===== src/rtl/drum_step_scheduler.sv =====
// rtl/drum_step_scheduler.sv - sample strobe divider and pattern-driven drum step sequencer
module drum_step_scheduler #(
    parameter int SAMPLE_DIV = 2084,
    parameter int TRACKS     = 4,
    parameter int STEPS      = 16,
    parameter int TEMPO_W    = 16
) (
    input  logic                                      clkin,
    input  logic                                      rstn,
    input  logic                                      run,
    input  logic [TEMPO_W-1:0]                        tempo_samples,
    input  logic                                      pat_we,
    input  logic [((TRACKS > 1) ? $clog2(TRACKS) : 1)-1:0] pat_track,
    input  logic [((STEPS > 1) ? $clog2(STEPS) : 1)-1:0]   pat_step,
    input  logic                                      pat_bit,
    output logic                                      sample_tick,
    output logic                                      step_tick,
    output logic [((STEPS > 1) ? $clog2(STEPS) : 1)-1:0]   step_idx,
    output logic [TRACKS-1:0]                         trig,
    output logic                                      playing
);

    localparam int DIV_W = (SAMPLE_DIV > 1) ? $clog2(SAMPLE_DIV) : 1;
    localparam int IDX_W = (STEPS > 1) ? $clog2(STEPS) : 1;

    typedef enum logic [1:0] {
        S_IDLE = 2'd0,
        S_ARM  = 2'd1,
        S_PLAY = 2'd2
    } state_t;

    state_t               r_state;
    state_t               w_state_nxt;
    logic [DIV_W-1:0]     r_div_cnt;
    logic                 w_sample_tick;
    logic [TEMPO_W-1:0]   r_smp_cnt;
    logic [TEMPO_W-1:0]   r_tempo_eff;
    logic [TEMPO_W-1:0]   w_tempo_clamp;
    logic                 w_step_end;
    logic                 w_step_start;
    logic [IDX_W-1:0]     r_step_idx;
    logic [IDX_W-1:0]     w_next_idx;
    logic [TRACKS-1:0]    w_column;
    logic                 r_step_tick;
    logic [TRACKS-1:0]    r_trig;
    logic [STEPS-1:0]     r_pat [TRACKS];

    // The strobe is decoded straight from the divider so it is low while reset holds the count at 0.
    assign w_sample_tick = (r_div_cnt == DIV_W'(SAMPLE_DIV - 1));

    // Zero or one sample per step would collapse the step, so the latched length never drops below 2.
    assign w_tempo_clamp = (tempo_samples < TEMPO_W'(2)) ? TEMPO_W'(2) : tempo_samples;
    assign w_step_end    = (r_smp_cnt == (r_tempo_eff - TEMPO_W'(1)));

    // ARM always launches step 0; PLAY advances and wraps naturally at the power-of-two step count.
    assign w_next_idx = (r_state == S_ARM) ? '0 : (r_step_idx + 1'b1);

    assign sample_tick = w_sample_tick;
    assign step_tick   = r_step_tick;
    assign step_idx    = r_step_idx;
    assign trig        = r_trig;
    assign playing     = (r_state == S_ARM) || (r_state == S_PLAY);

    // Free-running sample divider, independent of run.
    always_ff @(posedge clkin or negedge rstn) begin
        if (!rstn) begin
            r_div_cnt <= '0;
        end else if (w_sample_tick) begin
            r_div_cnt <= '0;
        end else begin
            r_div_cnt <= r_div_cnt + 1'b1;
        end
    end

    // FSM state register.
    always_ff @(posedge clkin or negedge rstn) begin
        if (!rstn) begin
            r_state <= S_IDLE;
        end else begin
            r_state <= w_state_nxt;
        end
    end

    // FSM next state and step-start qualification; dropping run takes priority over a step start.
    always_comb begin
        w_state_nxt  = r_state;
        w_step_start = 1'b0;
        case (r_state)
            S_IDLE: begin
                if (run) begin
                    w_state_nxt = S_ARM;
                end
            end
            S_ARM: begin
                if (!run) begin
                    w_state_nxt = S_IDLE;
                end else if (w_sample_tick) begin
                    w_step_start = 1'b1;
                    w_state_nxt  = S_PLAY;
                end
            end
            S_PLAY: begin
                if (!run) begin
                    w_state_nxt = S_IDLE;
                end else if (w_sample_tick && w_step_end) begin
                    w_step_start = 1'b1;
                end
            end
            default: begin
                w_state_nxt = S_IDLE;
            end
        endcase
    end

    // Samples elapsed within the current step; held at 0 outside PLAY.
    always_ff @(posedge clkin or negedge rstn) begin
        if (!rstn) begin
            r_smp_cnt <= '0;
        end else if (w_step_start || (r_state != S_PLAY)) begin
            r_smp_cnt <= '0;
        end else if (w_sample_tick) begin
            r_smp_cnt <= r_smp_cnt + 1'b1;
        end
    end

    // Step length is sampled only at step start so mid-step tempo edits wait for the next step.
    always_ff @(posedge clkin or negedge rstn) begin
        if (!rstn) begin
            r_tempo_eff <= '0;
        end else if (w_step_start) begin
            r_tempo_eff <= w_tempo_clamp;
        end
    end

    // Pattern column for the step about to start, read from the pre-write memory contents.
    always_comb begin
        w_column = '0;
        for (int t = 0; t < TRACKS; t++) begin
            w_column[t] = r_pat[t][w_next_idx];
        end
    end

    // Registered step outputs: one-cycle pulses one cycle after the qualifying sample strobe.
    always_ff @(posedge clkin or negedge rstn) begin
        if (!rstn) begin
            r_step_tick <= 1'b0;
            r_trig      <= '0;
            r_step_idx  <= '0;
        end else begin
            r_step_tick <= w_step_start;
            r_trig      <= w_step_start ? w_column : '0;
            if (w_step_start) begin
                r_step_idx <= w_next_idx;
            end else if (w_state_nxt == S_IDLE) begin
                r_step_idx <= '0;
            end
        end
    end

    // Pattern memory: cleared by reset, written synchronously in any state.
    always_ff @(posedge clkin or negedge rstn) begin
        if (!rstn) begin
            for (int t = 0; t < TRACKS; t++) begin
                r_pat[t] <= '0;
            end
        end else if (pat_we) begin
            r_pat[pat_track][pat_step] <= pat_bit;
        end
    end

endmodule


===== config.mk =====
export PLATFORM = sky130hd
export DESIGN_NAME = drum_step_scheduler
export DESIGN_NICKNAME = d
export VERILOG_FILES = /design/src/rtl/drum_step_scheduler.sv
export SDC_FILE = /design/constraint.sdc
export NUM_CORES = 1
export LEC_CHECK = 0
export CAP_MARGIN = 10
export CORE_MARGIN = 3
export CORE_UTILIZATION = 40
export CTS_CLUSTER_SIZE = 20
export DETAILED_ROUTE_END_ITERATION = 16
export SYNTH_ARGS = -nofsm -noshare
export SYNTH_HDL_FRONTEND = slang
export SYNTH_SLANG_ARGS = --single-unit
export TNS_END_PERCENT = 100

===== constraint.sdc =====
create_clock -name clkin -period 3.52 [get_ports clkin]
set_input_delay 0.704 -clock clkin [delete_from_list [all_inputs] [get_ports clkin]]
set_output_delay 0.704 -clock clkin [all_outputs]
set_load 0.05 [all_outputs]

==> out/metrics.csv, run 1 <==
metric;value;unit
status;completed;
I/O Buffers;37;
commonest non-fill, non-tap cell in the layout;dfrtp_1;
Max Freq;327;MHz
Final Net Count;719;
Post-synth ARST share;1.00;
WL final;15.5;mm
ANT nets after route;0;
Hold WC Path Type;in -> async;
vias in the first global route;5060;
Fin. Hold Viols;0;
Yosys Warn Count;0;
slew at the pin with the worst max-slew slack;1.18;ns
gr ovfl total;0;
Max-cap violations;0;
Skew-Pair Late Insertion Delay;0.43;ns
Tot GR Track Use;0.186;
starting density of the core;0.416;
die height;133;µm
maximum fanout along the worst path;16;
CTS tree;done;
Cell Area, Synth;0.00644;mm²
initial antenna violation count;0;
clock tree buffer depth;2;
largest net degree at the start of global routing;65;
DRT Pass-1 Iters;5;
Tot Pwr;3750;µW
commonest non-fill, non-tap cells in the layout;dfrtp_1, nand2_1, mux2_2;
# rows;45;
via count;4873;
Req. time, crit path;3.82;ns
Synth Flop Type;dfrtp_1;
post-route setup TNS;0;ns
register area share after synthesis;0.462;
Synth cell types;53;
met1 Use GR;0.252;
EDFF count, synth;0;
Synth Area per Inst;10.0;µm²
area of the multi-input gates;0.00330;mm²
routability-driven placement congestion ratio;0.844;
critical path start-end classification;reg -> reg;
Core Area;0.0155;mm²
maximum vdd drop;0.343;mV
FF-to-FF setup slack;0.46;ns
post-layout minimum cycle time;3.06;ns
total number of clock tree sinks;119;
Worst slew margin;0.211;
Reg area;0.00298;mm²
Die W;133;µm
I/O pin total;38;
post_cts resized;0;
CTS clk-pin slew, worst paths;0.06;ns
per-cell routed wire length;17.1;µm
total CTS buffers;17;
fill count;1415;
P&R area growth vs syn;19.0;%
static leakage;0.00331;µW
GRT Max-Usage Layer;met2;
Synthesized Nets;678;
diode count;0;
post-DP HPWL;11.0;mm
routed vias/inst;5.37;
first-pass GRT wire length;26.2;mm
Max Slew Vio Count;0;
area of the die;0.0177;mm²
Syn Inst Count;643;
Crit. End Element;flip-flop;
Cell Count, Final, Fillers Out;908;
layout cells sized above 1;0.192;
final setup fails;0;
RSZ-0062 raised after global routing;no;
met3 usage;0.0502;
flops & latches, synth;119;
htree depth;4;
Setup Fix Bufs, Post-CTS;0;
P per Cell Area;488;mW/mm²
placed cells;876;
Post-Route Skew;0.0134;ns
crit path from;r_tempo_eff[0];
startpoint class of the critical path;flip-flop;
reg-to-reg startpoint;r_tempo_eff[0];
Tcrit/Tclk final;0.870;
# DRC;0;
1st-iter DRT viols;396;
clk root buf;clkbuf_16;
worst path arrival time;3.36;ns
Post-CTS Hold Buffers;0;
GR Util met2;0.293;
critical path, stage by stage (launching register included):
cell	delay [ns]
dfrtp_1	0.41
inv_1	0.09
ha_1	0.19
or4b_1	0.55
nor4_2	0.21
xnor2_1	0.13
nor4_1	0.26
nand4b_1	0.20
o31ai_4	0.24
buf_4	0.29
mux2_1	0.35
power by group:
| group | switching [µW] | leakage, µW | internal (µW) |
|---|---|---|---|
| Combinational | 286 | 0.00143 | 215 |
| Clock | 651 | 0.000287 | 1060 |
| Sequential | 58.0 | 0.00159 | 1470 |
| Total | 995 | 0.00331 | 2750 |
stage by stage:
stage / setup WS (ns) / hold WS [ns] / util / instance area (µm²)
after floorplan: 0.517 / 0.408 / - / 6440
after global placement: 0.558 / 0.439 / 0.457 / 7080
after detailed placement: 0.471 / 0.445 / 0.457 / 7080
after CTS: 0.459 / 0.246 / 0.495 / 7670
after global routing: 0.207 / 0.268 / 0.495 / 7670
final: 0.458 / 0.234 / 0.495 / 7670
synthesized netlist by cell type, types with 2 or more instances:
cell type	n	area, µm²
nor2b_1	14	87.6
nand2b_1	5	31.3
clkbuf_1	27	101
buf_2	2	10.0
xor2_1	17	149
a211o_1	2	17.5
or3_1	3	18.8
a211oi_1	14	105
a311oi_1	7	61.3
nor3_1	14	70.1
buf_4	2	15.0
or4_1	2	15.0
nor2_1	60	225
a31oi_1	7	43.8
inv_1	9	33.8
nand4_1	11	68.8
mux2_1	14	158
a21oi_1	14	70.1
mux4_2	2	45.0
or3b_2	2	17.5
dfrtp_1	119	2980
ha_1	8	100
or2_2	8	50.1
and3_1	12	75.1
o21ai_0	2	10.0
mux2_2	66	743
nor3b_1	2	15.0
and2_1	4	25.0
nand4b_1	4	35.0
nand3_1	17	85.1
nand2_1	107	402
nor4b_1	3	26.3
mux2i_1	6	60.1
xnor2_1	29	254
nor4_1	9	56.3
or4_4	2	22.5
cell type report:
| cell class | count | share of cell area |
|---|---|---|
| clock buffers | 18 | 0.0573 |
| clock inverters | 14 | 0.0197 |
| inverters | 9 | 0.00441 |
| multi-input cells | 484 | 0.431 |
| flip-flops and latches | 119 | 0.388 |
| well taps | 211 | 0.0344 |
| repair buffers | 53 | 0.0649 |
metal layers:
layer / part of all wire / routed length [µm] / vias to the layer above
li1: - / - / 2336
met1: 0.47 / 7240 / 2429
met2: 0.47 / 7330 / 90
met3: 0.046 / 721 / 18
met4: 0.014 / 219 / 0
met5: 0 / 0 / -
path summary, 6_finish.rpt:
path                                   endpoint  cells after the start
worst max-delay path            r_tempo_eff[15]                     10
max in group asynchronous             r_pat[50]                      2
worst min-delay path              r_div_cnt[11]                      1
worst min register to register     r_div_cnt[0]                      1
worst max register to register  r_tempo_eff[15]                     10
min in group clkin                 r_div_cnt[0]                      1
sequential cells by signal (all words and copies together), names as in the netlist:
signal       flops
r_div_cnt       12
r_pat           64
r_smp_cnt       16
r_state          2
r_tempo_eff     16
step_idx         4
step_tick        1
trig             4
kinds of logic (layout without fill, tap and decap cells):
| group | count (synthesis) | count (layout) | share of synthesized area |
|---|---|---|---|
| buf+inv | 40 | 94 | 0.0249 |
| compound gates | 56 | 56 | 0.0627 |
| fa+ha+maj | 8 | 8 | 0.0155 |
| mux | 88 | 88 | 0.156 |
| xor+xnor | 46 | 46 | 0.0625 |
| simple gates | 286 | 286 | 0.216 |
| flops | 119 | 119 | 0.462 |
Note: power is estimated with default switching activity, not from simulation.
==> inputs of run 2 (changes only) <==
--- a/config.mk
+++ b/config.mk
@@ -10,6 +10,7 @@
 export CORE_UTILIZATION = 40
 export CTS_CLUSTER_SIZE = 20
 export DETAILED_ROUTE_END_ITERATION = 16
+export RECOVER_POWER = 100
 export SYNTH_ARGS = -nofsm -noshare
 export SYNTH_HDL_FRONTEND = slang
 export SYNTH_SLANG_ARGS = --single-unit
==> out/metrics.csv, run 2 (synthesis results as in run 1) <==
metric;value;unit;change
failing checks;max-capacitance violations, max-slew violations;;
Max Slew Vio Count;34;;+34
maximum vdd drop;0.337;mV;-1.7%
static leakage;0.00333;µW;+0.47%
Fin. Hold Viols;0;;unchanged
Worst path max stage delay;0.55;ns;about the same
met3 usage;0.0502;;unchanged
post-route setup TNS;0;ns;unchanged
Tot GR Track Use;0.186;;unchanged
clock tree buffer depth;2;;unchanged
WL final;15.5;mm;about the same
RSZ-0062 raised after global routing;no;;
Worst R2R End;r_tempo_eff[15];;
1st-iter DRT viols;373;;-5.8%
Worst path most repeated cell;nor4_1;;
layout cells sized above 1;0.184;;-0.00861
commonest non-fill, non-tap cell in the layout;dfrtp_1;;
largest net degree at the start of global routing;65;;unchanged
GRT Max-Usage Layer;met2;;
die height;133;µm;unchanged
per-cell routed wire length;17.1;µm;about the same
Hold WC Path Type;reg -> reg;;
Hold Crit Start;r_div_cnt[0];;
ANT nets after route;0;;unchanged
final setup fails;0;;unchanged
P&R area growth vs syn;18.6;%;
area of the die;0.0177;mm²;unchanged
Final Util;0.493;;-0.00186
I/O Buffers;37;;unchanged
gr ovfl total;0;;unchanged
Skew-Pair Late Insertion Delay;0.42;ns;about the same
routed vias/inst;5.36;;-0.10%
maximum fanout along the worst path;16;;unchanged
htree depth;4;;unchanged
reg-to-reg startpoint;r_tempo_eff[0];;
Setup Fix Bufs, Post-CTS;0;;unchanged
slew at the pin with the worst max-slew slack;1.96;ns;+0.778 ns
routability-driven placement congestion ratio;0.844;;unchanged
critical path start-end classification;reg -> reg;;
CTS clk-pin slew, worst paths;0.06;ns;about the same
met1 Use GR;0.252;;unchanged
first-pass GRT wire length;26.2;mm;unchanged
R2R depth;10;;unchanged
diode count;0;;unchanged
startpoint class of the critical path;flip-flop;;
Final Cell Area;0.00764;mm²;-0.38%
GR Util met2;0.293;;unchanged
post-layout minimum cycle time;3.13;ns;+0.0688 ns
Tcrit/Tclk final;0.890;;+0.0195
largest reg by FF count;r_pat;;
DRT Pass-1 Iters;4;;-1
# DRC;0;;unchanged
commonest non-fill, non-tap cells in the layout;dfrtp_1, nand2_1, mux2_2;;
Req. time, crit path;3.81;ns;about the same
Worst slew margin;-0.308;;-0.519
total number of clock tree sinks;119;;unchanged
CTS tree;done;;
Core Area;0.0155;mm²;unchanged
vias in the first global route;5060;;unchanged
Worst Hold Depth;1;;
Post-CTS Hold Buffers;0;;unchanged
Crit. End Element;flip-flop;;
post_cts resized;0;;unchanged
clk root buf;clkbuf_16;;
Final Net Count;719;;unchanged
top flop regs;r_pat (64), r_smp_cnt (16), r_tempo_eff (16);;
via count;4868;;-0.10%
# rows;45;;unchanged
post-DP HPWL;11.0;mm;unchanged
total CTS buffers;17;;unchanged
starting density of the core;0.416;;unchanged
max FFs per register;64;;unchanged
worst path arrival time;3.42;ns;+0.06 ns
critical-path cell list;inv_1 -> ha_1 -> or4b_1 -> nor4_1 -> xnor2_1 -> nor4_1 -> nand4b_1 -> o31ai_4 -> buf_4 -> mux2_1;;
I/O pin total;38;;unchanged
Post-Route Skew;0.00681;ns;-0.00658 ns
Slowest-stage cell, CP;or4b_1;;
Max Freq;319;MHz;-2.2%
initial antenna violation count;0;;unchanged
Hold EP;r_div_cnt[0];;
FF-to-FF setup slack;0.39;ns;-0.07 ns
Die W;133;µm;unchanged
P per Cell Area;489;mW/mm²;+0.14%
Max-cap violations;1;;+1
status;finished with violations;;
area post-placement;0.00708;mm²;unchanged
[run 2: changes by cell type in the layout (fill, tap and decap cells not counted), moves of 3 or more]
| cell | before | now |
|---|---|---|
| clkdlybuf4s50_1 | 35 | 22 |
| dlygate4sd3_1 | 0 | 13 |
| buf_4 | 17 | 10 |
| clkbuf_1 | 0 | 4 |
| clkbuf_2 | 0 | 3 |
[run 2: per-stage QoR]
| step | std cells | total power, µW | worst slack, ns | hold WS (ns) |
|---|---|---|---|---|
| 2_1_floorplan | 643 | 1870 | 0.517 | 0.408 |
| 3_3_place_gp | 876 | 2040 | 0.558 | 0.439 |
| 3_5_place_dp | 876 | 2060 | 0.471 | 0.445 |
| 4_1_cts | 908 | 3790 | 0.459 | 0.246 |
| 5_1_grt | 908 | 3910 | 0.158 | 0.477 |
| 6_report | 908 | 3740 | 0.389 | 0.450 |
[run 2: power breakdown]
group | internal (µW) | switching [µW] | total, µW
logic | 210 | 285 | 496
clock network | 1060 | 645 | 1710
registers | 1470 | 58.7 | 1530
[run 2: layout make-up]
type / count / area (µm²)
clock inverter: 14 / 151
timing repair buffer: 53 / 475
inverter: 9 / 33.8
fill: 1424 / 7840
sequential: 119 / 2980
multi-input combinational: 484 / 3300
clock buffer: 18 / 439
tap: 211 / 264
[run 2: worst max-delay path: cells and delay by family (launching register included)]
| family | cells | cell delay (ns) |
|---|---|---|
| DFF | 1 | 0.41 |
| muxes | 1 | 0.35 |
| buffers and inverters | 2 | 0.38 |
| and+or+nand+nor | 4 | 1.27 |
| xor gates and xnor gates | 1 | 0.14 |
| adders and majority gates | 1 | 0.19 |
| AOI/OAI and AO/OA | 1 | 0.24 |
[run 2: worst max path at each step]
stage,start,end,slack (ns)
finish,r_tempo_eff[0],r_tempo_eff[15],0.39
global route,r_tempo_eff[0],r_tempo_eff[15],0.16
CTS,r_tempo_eff[0],r_tempo_eff[4],0.46
detailed placement,r_tempo_eff[0],r_tempo_eff[4],0.47
global placement,run,trig[1],0.56
floorplan,r_state[0],r_smp_cnt[10],0.52
[run 2: routing by layer]
| metal | wire [µm] | up-vias | part of all wire |
|---|---|---|---|
| li1 | - | 2336 | - |
| met1 | 7370 | 2445 | 0.47 |
| met2 | 7480 | 74 | 0.48 |
| met3 | 525 | 13 | 0.034 |
| met4 | 157 | 0 | 0.010 |
| met5 | 0 | - | 0 |
==> inputs of run 3 (changes only) <==
--- a/config.mk
+++ b/config.mk
@@ -7,9 +7,10 @@
 export LEC_CHECK = 0
 export CAP_MARGIN = 10
 export CORE_MARGIN = 3
-export CORE_UTILIZATION = 40
+export CORE_UTILIZATION = 60
 export CTS_CLUSTER_SIZE = 20
 export DETAILED_ROUTE_END_ITERATION = 16
+export PLACE_DENSITY = 0.8
 export RECOVER_POWER = 100
 export SYNTH_ARGS = -nofsm -noshare
 export SYNTH_HDL_FRONTEND = slang
==> out/metrics.csv, run 3 (synthesis results as in run 1) <==
metric;value;unit;change
Final WS setup;0.321;ns;-0.0676 ns
post-route setup TNS;0;ns;unchanged
Skew-Pair Late Insertion Delay;0.54;ns;+0.12 ns
Fin. Hold Viols;0;;unchanged
I/O Buffers;37;;unchanged
CTS clk-pin slew, worst paths;0.06;ns;about the same
Reg area;0.00298;mm²;unchanged
Setup Fix Bufs, Post-CTS;0;;unchanged
routed vias/inst;6.13;;+14%
clk root buf;clkbuf_8;;
Max Freq;313;MHz;-2.1%
post-DP HPWL;10.5;mm;-4.3%
total number of clock tree sinks;119;;unchanged
worst slack, placed;0.461;ns;-0.0105 ns
Req. time, crit path;3.93;ns;+0.12 ns
initial antenna violation count;0;;unchanged
Post-Route Skew;0.00704;ns;+0.000236 ns
# DRC;0;;unchanged
Worst slew margin;-0.677;;-0.369
Hold Crit Start;r_div_cnt[0];;
Tcrit/Tclk final;0.909;;+0.0192
area of the multi-input gates;0.00330;mm²;+0.19%
Crit. End Element;flip-flop;;
post_cts resized;0;;unchanged
RSZ-0062 raised after global routing;no;;
area of the die;0.0120;mm²;-32%
CTS tree;done;;
I/O pin total;38;;unchanged
final setup fails;0;;unchanged
first-pass GRT wire length;25.6;mm;-2.1%
clock tree buffer depth;2;;unchanged
Hold WC Path Type;reg -> reg;;
total CTS buffers;17;;unchanged
top flop regs;r_pat (64), r_smp_cnt (16), r_tempo_eff (16);;
htree depth;4;;unchanged
area post-placement;0.00696;mm²;-1.6%
routability-driven placement congestion ratio;1.01;;+20%
static leakage;0.00333;µW;about the same
DRT Pass-1 Iters;5;;+1
diode count;0;;unchanged
Final Cell Area;0.00757;mm²;-0.95%
Post-CTS Hold Buffers;0;;unchanged
vias in the first global route;5191;;+2.6%
Core Area;0.0104;mm²;-33%
critical path start-end classification;reg -> reg;;
fill count;719;;-50%
Final Util;0.730;;+0.236
slew at the pin with the worst max-slew slack;2.51;ns;+0.553 ns
commonest non-fill, non-tap cell in the layout;dfrtp_1;;
# rows;37;;-18%
maximum vdd drop;0.388;mV;+15%
largest net degree at the start of global routing;65;;unchanged
Tot GR Track Use;0.283;;+0.0970
maximum fanout along the worst path;17;;+1
gr ovfl total;0;;unchanged
P per Cell Area;509;mW/mm²;+4.0%
Max Slew Vio Count;47;;+38%
reg-to-reg startpoint;r_tempo_eff[2];;
commonest non-fill, non-tap cells in the layout;dfrtp_1, nand2_1, mux2_2;;
Final Net Count;716;;-0.42%
startpoint class of the critical path;flip-flop;;
largest reg by FF count;r_pat;;
ANT nets after route;0;;unchanged
failing checks;max-capacitance violations, max-slew violations;;
starting density of the core;0.621;;+0.205
worst path arrival time;3.61;ns;+0.19 ns
per-cell routed wire length;18.7;µm;+9.6%
status;finished with violations;;
WL final;15.6;mm;+0.17%
layout cells sized above 1;0.183;;-0.000647
Die W;110;µm;-18%
via count;5084;;+4.4%
max FFs per register;64;;unchanged
post-layout minimum cycle time;3.20;ns;+0.0676 ns
die height;110;µm;-18%
crit path from;r_tempo_eff[2];;
Max-cap violations;1;;unchanged
P&R area growth vs syn;17.5;%;
1st-iter DRT viols;326;;-13%
run 3: path summary, 6_finish.rpt:
check	to	cells past startpoint	slack, ns
max reg2reg	r_tempo_eff[13]	8	0.32
min in group asynchronous	r_div_cnt[6]	1	0.94
min	r_div_cnt[0]	1	0.46
max in group asynchronous	r_pat[32]	2	0.79
min reg2reg	r_div_cnt[0]	1	0.46
max	r_tempo_eff[13]	8	0.32
run 3: final cells by class:
class | instances | area share
Tap cell | 136 | 0.0225
Inverter | 9 | 0.00446
Sequential cell | 119 | 0.394
Clock inverter | 14 | 0.0260
Timing Repair Buffer | 50 | 0.0604
Multi-Input combinational cell | 484 | 0.437
Clock buffer | 18 | 0.0565
run 3: per-stage QoR:
step	std cells	total power (µW)	hold slack, ns
after floorplan	643	1870	0.408
after global placement	798	2020	0.435
after detailed placement	798	2040	0.451
after CTS	830	3870	0.177
after global routing	830	3990	0.508
final	830	3850	0.459
run 3: worst max-delay path, cell delays in order, from the launching register on:
cell and delay [ns]:
dfrtp_1 0.45, or3_1 0.47, nor2_1 0.19, xor2_1 0.08, o311ai_0 0.72, nand2_1 0.21, o31ai_4 0.40, buf_12 0.22
mux2_1 0.34
run 3: power by group:
group	internal [µW]	total, µW	leakage, µW	switching (µW)
registers	1470	1530	0.00159	61.1
clock network	1170	1820	0.000298	645
logic	209	499	0.00144	290
run 3: metal layers:
metal	track usage	share of wire	vias up
met4	0.110	0.018	0
met1	0.351	0.40	2572
met2	0.481	0.52	157
met3	0.0658	0.057	24
li1	-	-	2331
met5	0	0	-
